`src/rtl/mips_pkg.sv`:
```
// Shared MIPS-32 pipeline definitions: forwarding-select encodings and the
// per-stage records that the hazard/forwarding logic tracks.
package mips_pkg;

   localparam int GPR_W = 5;

   localparam logic [1:0]       FWD_RF    = 2'd0;
   localparam logic [1:0]       FWD_EXMEM = 2'd1;
   localparam logic [1:0]       FWD_MEMWB = 2'd2;
   localparam logic [GPR_W-1:0] REG_ZERO  = 5'd0;

   // Full record held in ID/EX; later stages only need the writer fields.
   typedef struct packed {
      logic [GPR_W-1:0] dst;
      logic             regwrite;
      logic             memread;
      logic [GPR_W-1:0] rs;
      logic [GPR_W-1:0] rt;
   } stage_rec_t;

   typedef struct packed {
      logic [GPR_W-1:0] dst;
      logic             regwrite;
   } fwd_rec_t;

   localparam stage_rec_t BUBBLE = '0;

endpackage

```
`src/rtl/hazard_fwd_unit_if.sv`:
```
// ID-stage instruction fields and flush in; stall and EX operand mux selects out.
// There is no valid/ready pair: the ID fields are sampled on every rising edge,
// and the only backpressure is stall, which the IF/ID side must honour by
// re-presenting the same instruction on the following cycle.
interface hazard_fwd_unit_if #(
   parameter int REG_W = 5,
   parameter int SEL_W = 2
);
   logic [REG_W-1:0] id_rs;
   logic [REG_W-1:0] id_rt;
   logic             id_use_rs;
   logic             id_use_rt;
   logic [REG_W-1:0] id_dst;
   logic             id_regwrite;
   logic             id_memread;
   logic             flush;
   logic             stall;
   logic [SEL_W-1:0] fwd_a;
   logic [SEL_W-1:0] fwd_b;

   modport master (
      output id_rs, id_rt, id_use_rs, id_use_rt, id_dst, id_regwrite, id_memread, flush,
      input  stall, fwd_a, fwd_b
   );

   modport slave (
      input  id_rs, id_rt, id_use_rs, id_use_rt, id_dst, id_regwrite, id_memread, flush,
      output stall, fwd_a, fwd_b
   );
endinterface

```
`src/rtl/hazard_fwd_unit_fwd_sel.sv`:
```
// One ALU operand's forwarding select: the MEM writer beats the WB writer,
// and $0 is never forwarded.
module fwd_sel
   import mips_pkg::*;
#(
   parameter int REG_W = 5,
   parameter int SEL_W = 2
) (
   input  logic [REG_W-1:0] src,
   input  fwd_rec_t         mem_rec,
   input  fwd_rec_t         wb_rec,
   output logic [SEL_W-1:0] sel
);

   logic mem_hit;
   logic wb_hit;

   always_comb begin
      mem_hit = mem_rec.regwrite && (mem_rec.dst != REG_ZERO) && (mem_rec.dst == src);
      wb_hit  = wb_rec.regwrite  && (wb_rec.dst  != REG_ZERO) && (wb_rec.dst  == src);
      sel     = FWD_RF;
      if (mem_hit) begin
         sel = FWD_EXMEM;
      end else if (wb_hit) begin
         sel = FWD_MEMWB;
      end
   end

endmodule

```
`src/rtl/hazard_fwd_unit.sv`:
```
// Hazard/forwarding controller for the 5-stage MIPS-32 pipeline: tracks
// destinations through EX/MEM/WB, drives the ALU operand selects and load-use stall.
module hazard_fwd_unit
   import mips_pkg::*;
#(
   parameter int REG_W = 5,
   parameter int SEL_W = 2
) (
   input logic               clk,
   input logic               reset,
   hazard_fwd_unit_if.slave  bus
);

   stage_rec_t ex_q,  ex_d;
   fwd_rec_t   mem_q, mem_d;
   fwd_rec_t   wb_q,  wb_d;

   logic rs_hit;
   logic rt_hit;
   logic hazard;

   always_comb begin
      rs_hit = bus.id_use_rs && (bus.id_rs == ex_q.dst);
      rt_hit = bus.id_use_rt && (bus.id_rt == ex_q.dst);
      hazard = ex_q.memread && ex_q.regwrite && (ex_q.dst != REG_ZERO) && (rs_hit || rt_hit);
   end

   // A flushed instruction is dead anyway, so it never needs to be held.
   assign bus.stall = hazard && !bus.flush;

   always_comb begin
      ex_d = BUBBLE;
      if (!(hazard || bus.flush)) begin
         ex_d.dst      = bus.id_dst;
         ex_d.regwrite = bus.id_regwrite;
         ex_d.memread  = bus.id_memread;
         ex_d.rs       = bus.id_rs;
         ex_d.rt       = bus.id_rt;
      end
      mem_d.dst      = ex_q.dst;
      mem_d.regwrite = ex_q.regwrite;
      wb_d           = mem_q;
   end

   always_ff @(posedge clk or posedge reset) begin
      if (reset) begin
         ex_q  <= BUBBLE;
         mem_q <= '0;
         wb_q  <= '0;
      end else begin
         ex_q  <= ex_d;
         mem_q <= mem_d;
         wb_q  <= wb_d;
      end
   end

   fwd_sel #(.REG_W(REG_W), .SEL_W(SEL_W)) u_fwd_a (
      .src     (ex_q.rs),
      .mem_rec (mem_q),
      .wb_rec  (wb_q),
      .sel     (bus.fwd_a)
   );

   fwd_sel #(.REG_W(REG_W), .SEL_W(SEL_W)) u_fwd_b (
      .src     (ex_q.rt),
      .mem_rec (mem_q),
      .wb_rec  (wb_q),
      .sel     (bus.fwd_b)
   );

endmodule

```
`src/flat_wrapper.sv`:
```
// flat-port wrapper written by rule: the top's interface ports become plain ports
module hazard_fwd_unit_flat import mips_pkg::*;
#(
   parameter int REG_W = 5,
   parameter int SEL_W = 2
)
  (clk, reset, bus_id_rs, bus_id_rt, bus_id_use_rs, bus_id_use_rt, bus_id_dst, bus_id_regwrite, bus_id_memread, bus_flush, bus_stall, bus_fwd_a, bus_fwd_b);
  hazard_fwd_unit_if #(.REG_W(REG_W), .SEL_W(SEL_W)) bus_i ();
  input logic clk;
  input logic reset;
  input wire logic [$bits(bus_i.id_rs)-1:0] bus_id_rs;
  input wire logic [$bits(bus_i.id_rt)-1:0] bus_id_rt;
  input wire logic [$bits(bus_i.id_use_rs)-1:0] bus_id_use_rs;
  input wire logic [$bits(bus_i.id_use_rt)-1:0] bus_id_use_rt;
  input wire logic [$bits(bus_i.id_dst)-1:0] bus_id_dst;
  input wire logic [$bits(bus_i.id_regwrite)-1:0] bus_id_regwrite;
  input wire logic [$bits(bus_i.id_memread)-1:0] bus_id_memread;
  input wire logic [$bits(bus_i.flush)-1:0] bus_flush;
  output wire logic [$bits(bus_i.stall)-1:0] bus_stall;
  output wire logic [$bits(bus_i.fwd_a)-1:0] bus_fwd_a;
  output wire logic [$bits(bus_i.fwd_b)-1:0] bus_fwd_b;
  assign bus_i.id_rs = bus_id_rs;
  assign bus_i.id_rt = bus_id_rt;
  assign bus_i.id_use_rs = bus_id_use_rs;
  assign bus_i.id_use_rt = bus_id_use_rt;
  assign bus_i.id_dst = bus_id_dst;
  assign bus_i.id_regwrite = bus_id_regwrite;
  assign bus_i.id_memread = bus_id_memread;
  assign bus_i.flush = bus_flush;
  assign bus_stall = bus_i.stall;
  assign bus_fwd_a = bus_i.fwd_a;
  assign bus_fwd_b = bus_i.fwd_b;
  hazard_fwd_unit #(.REG_W(REG_W), .SEL_W(SEL_W)) u_core (.clk(clk), .reset(reset), .bus(bus_i));
endmodule
```
`config.mk`:
```
export PLATFORM = sky130hd
export DESIGN_NAME = hazard_fwd_unit_flat
export DESIGN_NICKNAME = d
export VERILOG_FILES = /design/src/rtl/mips_pkg.sv /design/src/rtl/hazard_fwd_unit_if.sv /design/src/rtl/hazard_fwd_unit_fwd_sel.sv /design/src/rtl/hazard_fwd_unit.sv /design/src/flat_wrapper.sv
export SDC_FILE = /design/constraint.sdc
export NUM_CORES = 1
export LEC_CHECK = 0
export BUFFER_PORTS_ARGS = -buffer_cell sky130_fd_sc_hd__buf_2
export CORE_MARGIN = 2
export CORE_UTILIZATION = 40
export CTS_CLUSTER_DIAMETER = 50
export DETAILED_ROUTE_END_ITERATION = 10
export GPL_ROUTABILITY_DRIVEN = 0
export PLACE_DENSITY = 0.59
export SLEW_MARGIN = 20
export SYNTH_ARGS = -nofsm -noshare
export SYNTH_HDL_FRONTEND = slang
export SYNTH_HIERARCHICAL = 1
export SYNTH_SLANG_ARGS = --single-unit
```
`constraint.sdc`:
```
create_clock -name clk -period 4.2 [get_ports clk]
set_input_delay 0.42 -clock clk [delete_from_list [all_inputs] [get_ports clk]]
set_output_delay 0.42 -clock clk [all_outputs]
set_load 0.05 [all_outputs]
```
==> summary.txt, run 1 <==
Synth
  – Mapped Area: 1460 sq um
  – Compound-gate portion of the synthesized area: 14.5%
  – Flops & latches, synth: 29
  – Main combinational cell family by area after synthesis: simple AND/OR/NAND/NOR gates
  – Main flop type after synthesis: dfrtp_1
  – Mux contribution to synthesized area: 0%
  – Post-synth EDFFs: 0
  – Syn_area_per_cell: 11.4 sq um
  – YS warnings: 6
  – Mapped Cells: 128
  – FFs w/ async S/R, synth: 100%
  – Xor/xnor share of the synthesized area: 15.6%
  – Post-synthesis simple-gate area fraction: 16.3%
  – Sequential fraction of the synthesis area: 49.6%
  – Cell variety after synth: 25
  – Synthesized Nets: 150
  – Synth Area in Adders: 0%

Clocking
  – Worst-skew pair later-pin latency: 0.32 ns
  – Post-cts repair resize count: 0
  – CTS tree: yes
  – CTS buffer count: 5
  – Htree depth: 2
  – Clk sinks: 29
  – Clock Root Buffer: clkbuf_4
  – CTS clk-pin slew, worst paths: 0.09 ns
  – Setup Buffers After CTS: 0
  – CTS Hold Bufs: 0
  – Max Root-Sink Buffers: 2

STA
  – Final period util: 64.8%
  – Final min period: 2.72 ns
  – Max transition margin: 40.7%
  – RSZ-0062 raised after global routing: no
  – Hold Fails Final Rpt: 0
  – Count of pins over their slew limit: 0
  – FMAX: 368 MHz
  – Final setup viols: 0
  – Worst-margin pin slew: 0.890 ns
  – Skew final: 0.00668 ns
  – TNS Setup: 0 ns
  – WHS: 0.157 ns

Routing
  – Drt pass-1 iters: 4
  – Antenna viol nets, final: 0
  – WL/cell: 14.4 um
  – Violation count after the first detailed-routing iteration: 40
  – Vias: 1,016
  – DR DRC count: 0
  – Total Wirelength: 2920 um
  – Vias/cell: 5.00

Critical path
  – Crit path max-delay family: simple AND/OR/NAND/NOR gates
  – FF-to-FF path depth: 3
  – CP max FO: 18
  – WP data arrival: 2.30 ns
  – Max incr delay on CP: 0.60 ns
  – Crit Path Class: reg -> out
  – CP required: 3.78 ns
  – Crit start category: flop
  – CP Depth: 4
  – Worst Path Buf+Inv: 1
  – CP cell instances: or3_1 -> o311a_1 -> and3b_2 -> buf_2
  – CP endpoint kind: output port
  – Slowest cell on crit path: o311a_1

Floorplanning
  – DIE WIDTH: 64.5 um
  – Num rows: 21
  – Die area: 4160 sq um
  – Die Height: 64.5 um
  – IO Pins: 27
  – Starting density of the core: 42.8%
  – Core area: 3420 sq um

Power
  – Max rail drop VDD: 0.000142 V
  – Total Power: 544 uW
  – Pwr Density: 329 nW/um^2
  – LEAKAGE: 0.733 nW

Cells and area
  – Layout cells sized above 1: 33.8%
  – Area delta synth->final: 13.1%
  – Diodes inserted: 0
  – Fillers: 339
  – Layout net count: 178

Global route
  – Number of global-route vias before repair: 1,069
  – Grt total ovfl: 0
  – GR Util All Layers: 15.7%
  – Antenna violations before repair: 0
  – Global-route wire length before repair: 4830 um
  – Pin count of the biggest net entering global routing: 30

Worst hold path
  – Worst hold path type: in -> async

Place
  – Buffers on Ports: 26
  – Post-detail-place hpwl: 2210 um

Job
  – Max cap viols: 0

Status
  – Status: finished, final reports clean
[sequential cells by signal (all words and copies together), names as in the netlist]
register,cells
u_core/ex_q,17
u_core/mem_q,6
u_core/wb_q,6
[area by class of cell]
class	instances	area [sq um]	area share (%)
Sequential cell	29	726	43.9
Multi-Input combinational cell	92	678	41.0
Timing Repair Buffer	27	138	8.32
Tap cell	46	57.6	3.48
Clock buffer	6	41.3	2.50
Clock inverter	2	10.0	0.605
Inverter	1	3.75	0.227
[metrics by stage]
step	instance area [sq um]	utilization [%]	setup slack [ns]	cells
6_report	1650	48.4	1.48	203
5_1_grt	1650	48.4	1.36	203
4_1_cts	1650	48.4	1.47	203
3_5_place_dp	1600	46.9	1.83	195
3_3_place_gp	1600	46.9	1.86	195
2_1_floorplan	1460	-	2.18	128
[placed cells by master (no fill, tap or decap)]
master,count
a21oi_2,10
nand3_1,4
a21oi_1,9
o22ai_2,1
nand4_1,2
o41ai_2,2
dfrtp_1,29
nor2_1,2
nor4_1,2
a211oi_2,2
nor3_2,2
nand2_1,6
clkbuf_4,5
and3b_2,1
inv_2,1
clkbuf_1,1
nor3_1,4
xnor2_1,20
clkinv_2,2
o311a_1,1
buf_2,26
buf_4,1
xor2_1,6
or3_1,1
nand2b_1,17
[kinds of logic after synthesis]
family	count (synthesis)
simple gates	41
flops	29
xor+xnor	26
compound gates	25
buf+inv	7
[worst register-to-register path, delay by kind of cell, from the launching register on]
family	cells	cell delay (ns)
compound gates	2	0.87
flops	1	0.43
simple gates	1	0.39
[report_power, final]
group	switching, mW	internal (mW)	total, mW
Sequential	0.0184	0.293	0.312
Combinational	0.0389	0.0378	0.0767
Clock	0.0922	0.0636	0.156
[path summary, 6_finish.rpt]
| kind | slack, ns | start | end |
|---|---|---|---|
| max | 1.48 | u_core/ex_q[13] | bus_stall |
| min | 0.16 | reset | u_core/ex_q[16] |
| max reg2reg | 2.43 | u_core/ex_q[13] | u_core/ex_q[16] |
| min reg2reg | 0.40 | u_core/ex_q[11] | u_core/mem_q[0] |
| max in group asynchronous | 3.65 | reset | u_core/ex_q[1] |
| min in group clk | 0.33 | bus_id_dst[4] | u_core/ex_q[16] |
[synth_stat cells, types with 2 or more instances]
| library cell | count | area [sq um] |
|---|---|---|
| dfrtp_1 | 29 | 726 |
| xnor2_1 | 20 | 175 |
| nand2b_1 | 17 | 106 |
| a21oi_2 | 10 | 87.6 |
| a21oi_1 | 9 | 45.0 |
| nand2_1 | 6 | 22.5 |
| xor2_1 | 6 | 52.6 |
| nand3_1 | 4 | 20.0 |
| nor3_1 | 4 | 20.0 |
| a211oi_2 | 2 | 25.0 |
| buf_4 | 2 | 15.0 |
| nand4_1 | 2 | 12.5 |
| nor2_1 | 2 | 7.51 |
| nor3_2 | 2 | 20.0 |
| nor4_1 | 2 | 12.5 |
| o41ai_2 | 2 | 32.5 |
[per-layer routing]
layer / part of all wire (%) / routed length [um] / GRT usage [%] / vias to the layer above
li1: - / - / - / 496
met5: 0 / 0 / 0 / -
met4: 1.8 / 52 / 5.59 / 0
met1: 42 / 1240 / 17.8 / 489
met2: 51 / 1500 / 27.1 / 25
met3: 4.7 / 137 / 6.08 / 6
(Power assumes the default switching activity.)
==> run 2, diff against run 1 <==
==> constraint.sdc (replaced) <==
create_clock -name clk -period 2.8 [get_ports clk]
set_input_delay 0.28 -clock clk [delete_from_list [all_inputs] [get_ports clk]]
set_output_delay 0.28 -clock clk [all_outputs]
set_load 0.05 [all_outputs]
==> summary.txt, run 2 (same netlist as run 1, synthesis figures left out) <==
Status
  – Status: finished, final reports clean (unchanged)

Cells and area
  – Area delta synth->final: 14.9% (was 13.1%)
  – Max reg flops: 17 (unchanged)
  – Diodes inserted: 0 (unchanged)
  – Layout net count: 179 (was 178)
  – Leading cell type in the layout, fill and taps excluded: dfrtp_1 (unchanged)
  – Largest registers: u_core/ex_q: 17 flops, u_core/mem_q: 6 flops, u_core/wb_q: 6 flops (unchanged)
  – Layout cells sized above 1: 34.8% (was 33.8%)
  – Most frequent cells in the layout: dfrtp_1, buf_2, xnor2_1 (unchanged)
  – Register name with the most flops: u_core/ex_q (unchanged)

Clocking
  – Max Root-Sink Buffers: 2 (unchanged)
  – CTS tree: yes (unchanged)
  – Setup Buffers After CTS: 0 (unchanged)
  – CTS Hold Bufs: 0 (unchanged)
  – CTS buffer count: 5 (unchanged)
  – Post-cts repair resize count: 0 (unchanged)
  – Clock Root Buffer: clkbuf_4 (unchanged)
  – Htree depth: 2 (unchanged)
  – CTS clk-pin slew, worst paths: 0.09 ns (about the same)
  – Worst-skew pair later-pin latency: 0.33 ns (was 0.32 ns)
  – Clk sinks: 29 (unchanged)

Floorplanning
  – DIE WIDTH: 64.5 um (unchanged)
  – Core area: 3420 sq um (unchanged)
  – Die area: 4160 sq um (unchanged)
  – Starting density of the core: 42.8% (unchanged)
  – Die Height: 64.5 um (unchanged)
  – Num rows: 21 (unchanged)
  – IO Pins: 27 (unchanged)

Routing
  – Total Wirelength: 2890 um (was 2920 um)
  – Antenna viol nets, final: 0 (unchanged)
  – Vias: 1,030 (was 1,016)
  – Vias/cell: 5.05 (was 5.00)
  – Drt pass-1 iters: 4 (unchanged)
  – DR DRC count: 0 (unchanged)
  – WL/cell: 14.2 um (was 14.4 um)
  – Violation count after the first detailed-routing iteration: 35 (was 40)

STA
  – Final min period: 2.13 ns
  – Max transition margin: 61.5% (was 40.7%)
  – Worst-margin pin slew: 0.576 ns (was 0.890 ns)
  – Skew final: 0.00803 ns (was 0.00668 ns)
  – Hold Fails Final Rpt: 0 (unchanged)
  – Count of pins over their slew limit: 0 (unchanged)
  – TNS Setup: 0 ns (unchanged)
  – Final setup viols: 0 (unchanged)
  – WHS: 0.00353 ns (was 0.157 ns)
  – FMAX: 469 MHz
  – Final period util: 76.2%
  – RSZ-0062 raised after global routing: no (unchanged)

Global route
  – Antenna violations before repair: 0 (unchanged)
  – Grt total ovfl: 0 (unchanged)
  – GR Util All Layers: 16.3% (was 15.7%)
  – Pin count of the biggest net entering global routing: 30 (unchanged)
  – Number of global-route vias before repair: 1,064 (was 1,069)
  – Global-route wire length before repair: 5040 um (was 4830 um)

Critical path
  – WP data arrival: 1.85 ns (was 2.30 ns)
  – Crit Path Class: reg -> out (unchanged)
  – CP required: 2.52 ns (was 3.78 ns)
  – CP max FO: 4 (was 18)
  – CP endpoint kind: output port (unchanged)
  – R2R setup slack: 1.17 ns (was 2.43 ns)
  – Crit start category: flop (unchanged)

Power
  – LEAKAGE: 0.748 nW (was 0.733 nW)
  – Total Power: 871 uW (was 544 uW)
  – Max rail drop VDD: 0.000212 V (was 0.000142 V)
  – Pwr Density: 518 nW/um^2 (was 329 nW/um^2)

Place
  – Buffers on Ports: 26 (unchanged)
  – Post-detail-place hpwl: 2200 um (was 2210 um)

Job
  – Max cap viols: 0 (unchanged)

Worst hold path
  – Worst hold path type: in -> async (unchanged)
==> run 2: final timing paths <==
path / startpoint / to / cells past startpoint
worst max-delay path: u_core/ex_q[13] / bus_stall / 4
worst min-delay path: reset / u_core/ex_q[15] / 2
worst max register to register: u_core/ex_q[13] / u_core/ex_q[16] / 4
worst min register to register: u_core/ex_q[11] / u_core/mem_q[0] / 0
max in group asynchronous: reset / u_core/ex_q[5] / 2
min in group clk: bus_id_dst[2] / u_core/ex_q[14] / 3
==> run 2: cell type report <==
cell class | count | area, sq um
flip-flops and latches | 29 | 726
clock inverters | 1 | 5.00
multi-input cells | 92 | 678
inverters | 1 | 3.75
well taps | 46 | 57.6
fillers | 341 | 1740
clock buffers | 7 | 65.1
repair buffers | 28 | 145
==> run 2: metrics by stage <==
stage,instance area [sq um],cells,worst slack (ns),util [%]
global placement,1610,196,1.03,47.1
detailed placement,1610,196,1.03,47.1
floorplan,1460,128,0.920,-
CTS,1680,204,0.643,49.2
finish,1680,204,0.666,49.2
global route,1680,204,0.598,49.2
==> run 2: metal layers <==
metal | global-route usage [%] | part of all wire (%)
met3 | 5.73 | 4.2
met5 | 0 | 0
met1 | 21.0 | 44
met2 | 25.7 | 51
met4 | 5.59 | 1.5
==> run 2: report_power, final <==
group / switching [mW] / total [mW] / leakage, nW / internal (mW)
Combinational: 0.0586 / 0.116 / 0.333 / 0.0571
Clock: 0.141 / 0.287 / 0.0413 / 0.145
Sequential: 0.0283 / 0.468 / 0.374 / 0.440
==> run 2: worst max-delay path, stage by stage, from the launching register on <==
cell     delay (ns)
dfrtp_1        0.43
or3_1          0.38
o311a_1        0.30
and3b_2        0.21
buf_2          0.20
==> run 3, diff against run 2 <==
==> constraint.sdc (replaced) <==
create_clock -name clk -period 2.2 [get_ports clk]
set_input_delay 0.22 -clock clk [delete_from_list [all_inputs] [get_ports clk]]
set_output_delay 0.22 -clock clk [all_outputs]
set_load 0.05 [all_outputs]
==> summary.txt, run 3 (same netlist as run 1, synthesis figures left out) <==
Routing
  – WL/cell: 14.0 um (was 14.2 um)
  – Drt pass-1 iters: 6 (was 4)
  – Vias/cell: 5.09 (was 5.05)
  – Violation count after the first detailed-routing iteration: 38 (was 35)
  – Vias: 1,048 (was 1,030)
  – DR DRC count: 0 (unchanged)
  – Antenna viol nets, final: 0 (unchanged)
  – Total Wirelength: 2880 um (was 2890 um)

Worst hold path
  – WHS Path Cells: 3
  – Worst hold path type: in -> reg (was in -> async)
  – Hold Startpoint: bus_id_memread
  – Hold Crit Endpoint: u_core/ex_q[10]

Floorplanning
  – DIE WIDTH: 64.5 um (unchanged)
  – Core area: 3420 sq um (unchanged)
  – Num rows: 21 (unchanged)
  – IO Pins: 27 (unchanged)
  – Die Height: 64.5 um (unchanged)
  – Die area: 4160 sq um (unchanged)
  – Starting density of the core: 42.8% (unchanged)

Global route
  – Global-route wire length before repair: 5020 um (was 5040 um)
  – Pin count of the biggest net entering global routing: 30 (unchanged)
  – Antenna violations before repair: 0 (unchanged)
  – Number of global-route vias before repair: 1,121 (was 1,064)
  – GR Util All Layers: 16.3% (about the same)
  – Grt total ovfl: 0 (unchanged)

Critical path
  – R2R setup slack: 0.60 ns (was 1.17 ns)
  – WP data arrival: 1.85 ns (about the same)
  – Crit Path Class: reg -> out (unchanged)
  – CP Depth: 4 (unchanged)
  – Slowest cell on crit path: dfrtp_1 (unchanged)
  – FF-to-FF path depth: 4 (unchanged)
  – CP max FO: 4 (unchanged)
  – CP cell instances: or3_1 -> o311a_1 -> and3b_2 -> buf_2 (unchanged)
  – CP endpoint kind: output port (unchanged)
  – Max incr delay on CP: 0.43 ns (about the same)
  – RR Startpoint: u_core/ex_q[13] (unchanged)
  – Reg-to-Reg End: u_core/ex_q[0] (was u_core/ex_q[16])
  – Worst Path Buf+Inv: 1 (unchanged)
  – Crit start category: flop (unchanged)
  – CP required: 1.98 ns (was 2.52 ns)
  – Crit path max-delay family: simple AND/OR/NAND/NOR gates (unchanged)

Cells and area
  – Max reg flops: 17 (unchanged)
  – Diodes inserted: 0 (unchanged)
  – Largest registers: u_core/ex_q: 17 flops, u_core/mem_q: 6 flops, u_core/wb_q: 6 flops (unchanged)
  – Most frequent cells in the layout: dfrtp_1, buf_2, xnor2_1 (unchanged)
  – Area delta synth->final: 18.3% (was 14.9%)
  – Leading cell type in the layout, fill and taps excluded: dfrtp_1 (unchanged)
  – Register name with the most flops: u_core/ex_q (unchanged)
  – Layout cells sized above 1: 34.4% (was 34.8%)
  – Layout net count: 181 (was 179)
  – Core Util, Final: 50.7% (was 49.2%)

Place
  – Buffers on Ports: 26 (unchanged)
  – Post-detail-place hpwl: 2130 um (was 2200 um)

Job
  – Max cap viols: 0 (unchanged)

Clocking
  – Clk sinks: 29 (unchanged)
  – CTS clk-pin slew, worst paths: 0.09 ns (about the same)
  – CTS tree: yes (unchanged)
  – Max Root-Sink Buffers: 2 (unchanged)
  – Htree depth: 2 (unchanged)
  – CTS Hold Bufs: 1 (was 0)
  – Setup Buffers After CTS: 0 (unchanged)
  – Worst-skew pair later-pin latency: 0.32 ns (was 0.33 ns)
  – Post-cts repair resize count: 0 (unchanged)
  – CTS buffer count: 5 (unchanged)
  – Clock Root Buffer: clkbuf_4 (unchanged)

STA
  – WHS: 0.121 ns (was 0.00353 ns)
  – Final setup viols: 0 (unchanged)
  – Max transition margin: 76.4% (was 61.5%)
  – RSZ-0062 raised after global routing: no (unchanged)
  – TNS Setup: 0 ns (unchanged)
  – Count of pins over their slew limit: 0 (unchanged)
  – Final min period: 2.07 ns
  – Final period util: 94.2%
  – FMAX: 482 MHz
  – Worst-margin pin slew: 0.354 ns (was 0.576 ns)
  – Skew final: 0.00526 ns (was 0.00803 ns)
  – Hold Fails Final Rpt: 0 (unchanged)

Power
  – LEAKAGE: 0.772 nW (was 0.748 nW)
  – Pwr Density: 740 nW/um^2 (was 518 nW/um^2)
  – Max rail drop VDD: 0.000395 V (was 0.000212 V)

Status
  – Status: finished, final reports clean (unchanged)
[run 3: layout make-up]
class | count | area [sq um]
fillers | 341 | 1690
flip-flops and latches | 29 | 726
multi-input cells | 92 | 678
repair buffers | 30 | 163
clock inverters | 3 | 65.1
well taps | 46 | 57.6
clock buffers | 5 | 37.5
inverters | 1 | 3.75
[run 3: how the worst max path moves through the flow]
stage	slack [ns]	endpoint	from
5_1_grt	0.004	bus_stall	u_core/ex_q[13]
4_1_cts	0.11	bus_stall	u_core/ex_q[13]
2_1_floorplan	0.38	bus_fwd_a[1]	u_core/mem_q[1]
6_report	0.13	bus_stall	u_core/ex_q[13]
3_3_place_gp	0.50	bus_stall	u_core/ex_q[13]
3_5_place_dp	0.50	bus_stall	u_core/ex_q[13]
[run 3: worst min-delay path, delay by kind of cell]
family          cells  cell delay, ns
simple gates        1            0.07
buf+inv             1            0.09
compound gates      1            0.03
[run 3: layer usage]
metal  up-vias  track usage (%)  share of wire, %
met5         -                0                 0
met4         0             6.65               1.5
met3         4             7.12               4.6
met2        24             25.8                49
met1       520             19.6                45
li1        500                -                 -
[run 3: report_power, final]
group	switching [mW]	internal [mW]	leakage, nW
Sequential	0.0357	0.560	0.374
Clock	0.183	0.352	0.0552
Combinational	0.0756	0.0749	0.343
Total	0.294	0.987	0.772
[run 3: stage by stage]
step	instances	instance area, sq um	setup WS, ns	total power [mW]
global placement	197	1620	0.499	0.753
CTS	206	1730	0.111	1.30
detailed placement	197	1620	0.497	0.757
finish	206	1730	0.127	1.28
floorplan	128	1460	0.380	0.707
global route	206	1730	0.00409	1.36
